==> src/rtl/stopwatch_core.sv <==
// Stopwatch core: counts divider ticks as BCD SS.hh under a run/pause FSM.
// Optional lap display hold enabled by defining STOPWATCH_LAP_HOLD_EN.
module stopwatch_core #(
    parameter bit HALT_AT_MAX = 1'b1,
    parameter bit TICK_EDGE   = 1'b1
) (
    input  logic        clk,
    input  logic        reset,
    input  logic        tick,
    input  logic        start_stop,
    input  logic        clear,
    input  logic        lap,
    output logic [15:0] count_bcd,
    output logic        running,
    output logic        overflow,
    output logic        held
);

    typedef enum logic [1:0] {
        IDLE,
        RUN,
        PAUSE,
        FULL
    } state_t;

    state_t      state;
    state_t      state_nx;
    logic [15:0] cnt;
    logic [15:0] cnt_nx;
    logic [15:0] cnt_inc;
    logic        ovf_nx;
    logic        tick_q;
    logic        tick_ok;
    logic        inc;
    logic        at_max;
    logic        carry;

    assign tick_ok = TICK_EDGE ? (tick & ~tick_q) : tick;
    assign inc     = tick_ok & (state == RUN);
    assign at_max  = (cnt == 16'h9999);
    assign running = (state == RUN);

    // Ripple BCD increment; a digit at 9 or above rolls to 0 and carries.
    always_comb begin
        cnt_inc = cnt;
        carry   = 1'b1;
        for (int i = 0; i < 4; i++) begin
            if (carry) begin
                if (cnt[4*i +: 4] >= 4'd9) begin
                    cnt_inc[4*i +: 4] = 4'd0;
                end else begin
                    cnt_inc[4*i +: 4] = cnt[4*i +: 4] + 4'd1;
                    carry = 1'b0;
                end
            end
        end
    end

    always_comb begin
        state_nx = state;
        cnt_nx   = cnt;
        ovf_nx   = HALT_AT_MAX ? overflow : 1'b0;
        if (clear) begin
            state_nx = IDLE;
            cnt_nx   = 16'h0000;
            ovf_nx   = 1'b0;
        end else begin
            unique case (state)
                IDLE: begin
                    if (start_stop) state_nx = RUN;
                end
                RUN: begin
                    if (start_stop) state_nx = PAUSE;
                    if (inc) begin
                        if (!at_max) begin
                            cnt_nx = cnt_inc;
                        end else if (HALT_AT_MAX) begin
                            // Saturation takes priority over a same-cycle pause.
                            state_nx = FULL;
                            ovf_nx   = 1'b1;
                        end else begin
                            cnt_nx = 16'h0000;
                            ovf_nx = 1'b1;
                        end
                    end
                end
                PAUSE: begin
                    if (start_stop) state_nx = RUN;
                end
                FULL: begin
                    state_nx = FULL;
                end
                default: state_nx = IDLE;
            endcase
        end
    end

    always_ff @(posedge clk or negedge reset) begin
        if (!reset) begin
            state    <= IDLE;
            cnt      <= 16'h0000;
            overflow <= 1'b0;
            tick_q   <= 1'b0;
        end else begin
            state    <= state_nx;
            cnt      <= cnt_nx;
            overflow <= ovf_nx;
            tick_q   <= tick;
        end
    end

`ifdef STOPWATCH_LAP_HOLD_EN
    logic [15:0] disp;
    logic        held_q;

    always_ff @(posedge clk or negedge reset) begin
        if (!reset) begin
            held_q <= 1'b0;
            disp   <= 16'h0000;
        end else if (clear) begin
            held_q <= 1'b0;
        end else if (lap && (state == RUN || state == PAUSE)) begin
            held_q <= ~held_q;
            if (!held_q) disp <= cnt;
        end
    end

    assign held      = held_q;
    assign count_bcd = held_q ? disp : cnt;
`else
    logic unused_lap;

    assign unused_lap = lap;
    assign held       = 1'b0;
    assign count_bcd  = cnt;
`endif

endmodule

==> config.mk <==
export PLATFORM = sky130hd
export DESIGN_NAME = stopwatch_core
export DESIGN_NICKNAME = d
export VERILOG_FILES = /design/src/rtl/stopwatch_core.sv
export SDC_FILE = /design/constraint.sdc
export NUM_CORES = 1
export LEC_CHECK = 0
export BUFFER_PORTS_ARGS = -buffer_cell sky130_fd_sc_hd__buf_2
export CELL_PAD_IN_SITES_DETAIL_PLACEMENT = 0
export CELL_PAD_IN_SITES_GLOBAL_PLACEMENT = 1
export CORE_MARGIN = 5
export CORE_UTILIZATION = 40
export DETAILED_ROUTE_END_ITERATION = 12
export GPL_ROUTABILITY_DRIVEN = 0
export PLACE_DENSITY_LB_ADDON = 0.1
export SETUP_SLACK_MARGIN = 0.05
export SYNTH_ARGS = -nofsm -noshare
export SYNTH_HDL_FRONTEND = slang
export SYNTH_SLANG_ARGS = --single-unit
export TNS_END_PERCENT = 5
==> constraint.sdc <==
create_clock -name clk -period 2.5 [get_ports clk]
set_clock_uncertainty 0.15 [all_clocks]
set_input_delay 0.25 -clock clk [delete_from_list [all_inputs] [get_ports clk]]
set_output_delay 0.25 -clock clk [all_outputs]
set_load 0.02 [all_outputs]
### Yosys cells after proc, flatten, opt, wreduce, memory -nomap -nowiden

Cells that the tools add are included.

* reduce and logical (&&, ||, !) cells: 13
* muxes and demuxes: 26
* bitwise logic cells: 3
* eq/ne operators: 6
* add/sub/neg operators: 4
* $lt $le $gt $ge: 4

Operator list (count)
* two-way mux 16 bit: 4
* two-way mux 4 bit: 7
* adder 4 x 1 -> 4 bit (second input constant): 4
* equality test 16 bit (second input constant): 1
* greater-or-equal comparator 4 bit (second input constant): 4
* AND reduction 4 bit: 3
* nonzero test 2 bit: 6
* two-way mux 2 bit: 5
* two-way mux 1 bit: 9
* case mux 2 bit (3 select lines): 1
* AND reduction 3 bit: 2
* equality test 2 bit (second input constant): 2
* != test 3 x 1 -> 1 bit (second input constant): 1
* bitwise AND 1 bit: 2
* equality test 2 x 1 -> 1 bit (second input constant): 1
* logical NOT 2 bit: 1
* != test 2 bit (second input constant): 1
* OR reduction 2 bit: 1
* inverter 1 bit: 1

* flip-flop bits (word level): 20
* output and inout port bits: 19
* word-level logic and storage cells: 63
* input bits: 6

### Depth between registers and ports, before layout

Gate-level depths: netlist (run 1).

* depth after elaboration: 9
* depth in mapped cells: 8

### Worst setup path after synthesis (run 1)

Ideal clock, no wire load.

* path kind: register to register
* start point: register cnt[5] (netlist: count_bcd[5])
* end point: register cnt[15] (netlist: count_bcd[15])
* arrival: 1.980 ns
* stages on the path, launching flop included: 9
* period minus slack after synthesis: 2.266 ns
* required time: 2.214 ns
* slack: 0.234 ns
* cell sequence: dfrtp_1 inv_1 ha_1 nor3b_1 and4_1 or4_1 clkbuf_2 a21oi_1 o32ai_1

* cells in the longest elaborated chain, start to end: 6

RTL lines
* start, declared: RTL line 28 `logic [15:0] cnt;`
* start signal, assigned: RTL line 106 `cnt <= cnt_nx;`
* greater-or-equal comparator 4 bit: RTL line 49 `if (cnt[4*i +: 4] >= 4'd9) begin`
* two-way mux 1 bit: RTL line 49
* two-way mux 1 bit (2 in series): RTL line 48 `if (carry) begin`
* nonzero test 2 bit (no source line)
* AND reduction 4 bit (no source line) *

Mark *: on every way between the ends. The rest lies on a longest branch, timed or not.
A chain may end at the register's enable or synchronous reset.

### Worst setup path after layout (run 1)

* start point: register cnt[4] (netlist: count_bcd[4])
* end point: register cnt[6] (netlist: count_bcd[6])

* cells in the longest elaborated chain, start to end: 7

RTL lines
* adder 4 x 1 -> 4 bit / greater-or-equal comparator 4 bit (equally long branches): RTL line 52, 49
* two-way mux 4 bit: RTL line 49
* two-way mux 4 bit: RTL line 48
* two-way mux 16 bit: RTL line 75 `if (!at_max) begin`
* two-way mux 16 bit: RTL line 74 `if (inc) begin`
* two-way mux 16 bit: RTL line 68 `unique case (state)`
* two-way mux 16 bit: RTL line 63 `if (clear) begin`

Several ways; a longest one is shown, not always the timed one. The select of a mux whose other input is x is not followed.

==> flow_summary.ini, run 1 <==
[finish]
final_nets = 187
layout_commonest_cell = buf_2
drive_gt1_share_pct = 21.0
final_cell_mix = buf_2 (22), dfrtp_1 (20), nand2_1 (14), a21oi_1 (13), o21ai_0 (13)
seqCellArea_um2 = 500
nFillCells = 316
multi_input_area_um2 = 707
fin_cells = 211
area_growth_pct = 17.0
n_antenna_cell = 0

[clock_network]
cts_buffer_depth = 2
path_clk_slew_ns = 0.12
cts_num_sinks = 20
htree_levels = 1
cts_inserted_buffers = 3
cts_root_buf = clkbuf_4
insertion_delay_ns = 0.30
tritoncts = done

[setup_path]
path_cells = ha_1 > nor3b_1 > and4_1 > a21oi_1 > o21ai_0 > a32o_1
max_stage_delay_ns = 0.47
crit_path_end_kind = flop
start_kind = flop
crit_slowest_cell = dfrtp_1
critPathArrivalTime_ns = 2.28
critPathBufInv = 0
crit_required_ns = 2.55
cpLargestDelayFamily = compound AO/OA/AOI/OAI gates
cp_max_fo = 7
worstSetupPathType = flop to flop

[min_path]
hold_class = input port to flop

[grt]
gr-usage-all-layers_pct = 14.8
grt_antenna_before_repair = 0
grt_overflow_total = 0
grt_max_degree = 22
grt_pass1_wl_um = 5070
grt_pass1_vias = 1103

[floorplanning]
die_x_um = 66.2
fp.coreArea_mm2 = 0.00303
start_util_pct = 41.7
io_pins = 25
die_h_um = 66.2
dieArea_mm2 = 0.00438
std_cell_rows = 20

[synthesis]
async_flop_share_pct = 100
synthMuxAreaShare_pct = 0
synth_cell_types = 37
synth_ff_type = dfrtp_1
netlist_instances = 141
synth_seq_cells = 20
ys_warn_count = 0
avgSynthCellArea_um2 = 8.94
synth_top_family_by_area = simple AND/OR/NAND/NOR gates
yosys.area_share.simple_pct = 25.6
synthAdderAreaFrac_pct = 11.9
synth_edf_count = 0
synthesis.nets = 159
ys_seq_area_share_pct = 39.7
synthesis.area_mm2 = 0.00126
synth-compound-area-share_pct = 18.0
yosys.area_share.xor_xnor_pct = 0

[power]
p_leak_nw = 0.666
irDropWorstVdd_v = 0.000188
powerDensity_mw_per_mm2 = 390

[route]
ant_nets = 0
drcViolationCount = 0
drt-total-wl_um = 2910
drt_iter0_markers = 58
avgViaCountPerCell = 5.25
vias = 1107
routedWlPerCell_um = 13.8
firstDrtPassIters = 4

[sta]
hold_viol = 0
setup_viol = 0
drv_slew = 0
rsz0062_at_grt = false
max_freq_mhz = 449
fin_crit_ns = 2.23
period_share_pct = 89.2
fin_tns_setup_ns = 0

[run]
drv_cap = 0

[placement]
dpl.hpwl_um = 2170
place_inst = 206
io_buffers = 22

[status]
status = completed
-- final cells by class --
class | count | area share, %
Multi-Input combinational cell | 107 | 47.9
Sequential cell | 20 | 33.9
Timing Repair Buffer | 27 | 10.3
Tap cell | 44 | 3.73
Inverter | 10 | 2.54
Clock buffer | 3 | 1.53
-- worst register-to-register path: stages, from the launching register on --
cell	delay (ns)
dfrtp_1	0.47
ha_1	0.24
nor3b_1	0.15
and4_1	0.26
a21oi_1	0.42
o21ai_0	0.16
a32o_1	0.28
-- synthesized netlist by cell type, types with 2 or more instances --
master | n | area, um2
ha_1 | 12 | 150
dfrtp_1 | 20 | 500
or4_1 | 2 | 15.0
nand4_1 | 3 | 18.8
a21oi_1 | 13 | 65.1
nor2b_1 | 3 | 18.8
o31ai_1 | 2 | 15.0
nand3_1 | 7 | 35.0
nand2_1 | 14 | 52.6
nor2_1 | 10 | 37.5
o21ai_0 | 13 | 65.1
inv_1 | 10 | 37.5
nand2b_1 | 2 | 12.5
nand3b_1 | 2 | 15.0
or3b_2 | 2 | 17.5
a32o_1 | 2 | 20.0
nor3b_1 | 2 | 15.0
nor3_1 | 3 | 15.0
-- state kept, by name, summed over array words and instances (netlist names) --
register / count
state: 2
count_bcd: 16
tick_q: 1
overflow: 1
-- metal layers --
layer	up-vias	part of all wire, %	wire length [um]	GRT usage (%)
li1	560	-	-	-
met1	529	49	1420	20.2
met5	-	0	0	0
met4	0	0.72	21	4.57
met2	16	47	1370	23.9
met3	2	3.3	96	2.21
-- cell families (layout without fill, tap and decap cells) --
logic type,count (synthesis),in the layout
other,1,1
flip-flops,20,20
AND/OR/NAND/NOR,57,57
buffers and inverters,14,40
adder cells (fa/ha/maj),12,12
AO/OA/AOI/OAI,37,37
-- report_power, final --
group | internal, mW | switching [mW]
clock network | 0.0561 | 0.0976
registers | 0.331 | 0.00864
logic | 0.0297 | 0.0517
-- stage by stage --
| stage | utilization [%] | cell area, um2 | setup slack, ns | hold slack [ns] | total power [mW] |
|---|---|---|---|---|---|
| after floorplan | - | 1260 | 0.234 | -0.196 | 0.399 |
| after global placement | 47.2 | 1430 | 0.210 | 0.0847 | 0.426 |
| after detailed placement | 47.2 | 1430 | 0.200 | 0.0810 | 0.427 |
| after CTS | 48.6 | 1470 | 0.182 | 0.0679 | 0.585 |
| after global routing | 48.7 | 1480 | 0.0915 | 0.0847 | 0.611 |
| final | 48.7 | 1480 | 0.271 | 0.0760 | 0.575 |
-- what timing repair did --
action                     4_1_cts  5_1_grt
setup buffers                    0        0
resized for setup                0        1
setup endpoints to repair        0        1
hold buffers                     2        0
hold endpoints to repair        21        0
-- worst paths after layout --
path                                           from                  endpoint  slack (ns)  cells after the start
setup / recovery           count_bcd[4]$_DFFE_PN0P_  count_bcd[6]$_DFFE_PN0P_        0.27                      6
hold / removal                           start_stop      state[0]$_DFFE_PN0P_        0.08                      3
setup reg to reg           count_bcd[4]$_DFFE_PN0P_  count_bcd[6]$_DFFE_PN0P_        0.27                      6
hold reg to reg                overflow$_DFFE_PN0P_      overflow$_DFFE_PN0P_        0.36                      2
max in group asynchronous                     reset      state[1]$_DFFE_PN0P_        1.59                      2
min in group asynchronous                     reset  count_bcd[5]$_DFFE_PN0P_        0.28                      2
Power figures use the tool's default switching activity.
==> run 2: changes to the inputs <==
CORE_UTILIZATION = 43   (was 40)
HOLD_SLACK_MARGIN = 0.1   (was default)
SLEW_MARGIN = 20   (was default)
clock period = 2.87 ns   (was 2.5 ns; I/O delays follow)
==> flow_summary.ini, run 2 (synthesis gave the netlist of run 1 again) <==
[finish]
largest_reg_flops = 16
final_nets = 186
fin_cells = 198
final_cell_mix = buf_2 (22), dfrtp_1 (20), nand2_1 (14), a21oi_1 (13), o21ai_0 (13)
n_antenna_cell = 0
drive_gt1_share_pct = 19.8
layout_commonest_cell = buf_2
area_growth_pct = 17.4
nFillCells = 264

[route]
drt-total-wl_um = 2830
drt_iter0_markers = 53
ant_nets = 0
avgViaCountPerCell = 5.79
drcViolationCount = 0
vias = 1146
routedWlPerCell_um = 14.3
firstDrtPassIters = 4

[setup_path]
cp_max_fo = 7
crit_path_end_kind = flop
critPathArrivalTime_ns = 2.36
worstSetupPathType = flop to flop
start_kind = flop
crit_required_ns = 2.90

[sta]
fin_crit_ns = 2.33
setup_viol = 0
worst_slack_ns = 0.543
rsz0062_at_grt = false
drv_slew = 0
whs_ns = 0.241
hold_viol = 0
max_freq_mhz = 430
period_share_pct = 81.1
fin_tns_setup_ns = 0

[grt]
gr-usage-all-layers_pct = 14.9
grt_antenna_before_repair = 0
grt_max_degree = 22
grt_overflow_total = 0
grt_pass1_wl_um = 5020
grt_pass1_vias = 1088

[clock_network]
cts_resized = 0
cts_buffer_depth = 2
tritoncts = done
cts_num_sinks = 20
insertion_delay_ns = 0.30
cts_root_buf = clkbuf_4
htree_levels = 1
path_clk_slew_ns = 0.12
cts_inserted_buffers = 3

[status]
status = completed

[floorplanning]
dieArea_mm2 = 0.00412
io_pins = 25
die_x_um = 64.2
die_h_um = 64.2
start_util_pct = 45.3
std_cell_rows = 19
fp.coreArea_mm2 = 0.00278

[power]
p_leak_nw = 0.673
powerDensity_mw_per_mm2 = 407
p_seq_share_pct = 49.1
power_mw = 0.603
switching_share_pct = 24.3
intPower_mw = 0.457
p_sw_mw = 0.146
pwr-share-clk_pct = 38.8
combPwrFrac_pct = 12.1
irDropWorstVdd_v = 0.000276

[run]
drv_cap = 0

[min_path]
hold_class = input port to flop

[placement]
io_buffers = 22
dpl.hpwl_um = 2070
place_inst = 191
dp_slack_ns = 0.560
run 2: what timing repair did:
action                    4_1_cts  5_1_grt
hold buffers                    3        0
buffers inserted                0        0
hold endpoints to repair       22        0
run 2: layout make-up:
class | instances | area, um2 | share of cell area, %
clock buffers | 3 | 22.5 | 1.52
well taps | 31 | 38.8 | 2.62
inverters | 10 | 37.5 | 2.54
multi-input cells | 107 | 703 | 47.5
flip-flops and latches | 20 | 500 | 33.8
repair buffers | 26 | 148 | 9.97
clock inverters | 1 | 30.0 | 2.03
run 2: per-layer routing:
layer	vias up	routed length, um	track usage [%]	part of all wire [%]
met2	23	1330	23.4	47
met3	2	99	2.63	3.5
met5	-	0	0	0
met1	562	1370	20.7	48
li1	559	-	-	-
met4	0	20	5.34	0.71
run 2: path summary, 6_finish.rpt:
kind,start,endpoint,slack [ns],depth (start not counted)
min,clear,overflow$_DFFE_PN0P_,0.24,2
min in group asynchronous,reset,count_bcd[7]$_DFFE_PN0P_,0.30,2
max,count_bcd[4]$_DFFE_PN0P_,count_bcd[15]$_DFFE_PN0P_,0.54,6
min reg2reg,overflow$_DFFE_PN0P_,overflow$_DFFE_PN0P_,0.37,2
max reg2reg,count_bcd[4]$_DFFE_PN0P_,count_bcd[15]$_DFFE_PN0P_,0.54,6
max in group asynchronous,reset,count_bcd[10]$_DFFE_PN0P_,1.96,2
run 2: per-stage QoR:
stage	area [um2]	util, %
after floorplan	1260	-
after global placement	1400	50.2
after detailed placement	1400	50.2
after CTS	1480	53.2
after global routing	1480	53.2
final	1480	53.2
run 2: power groups by stage:
stage,logic [mW],registers [mW],clock network (mW)
after detailed placement,0.0700,0.302,0
after global routing,0.0835,0.298,0.257
after CTS,0.0734,0.296,0.242
after floorplan,0.0419,0.306,0
after global placement,0.0696,0.301,0
final,0.0727,0.296,0.234
run 2: worst max-delay path, cell delays in order, from the launching register on:
cell and delay, ns:
dfrtp_1 0.47, ha_1 0.24, nor3b_1 0.15, and4_1 0.26, or4_1 0.68, a21oi_1 0.18
o32ai_1 0.09
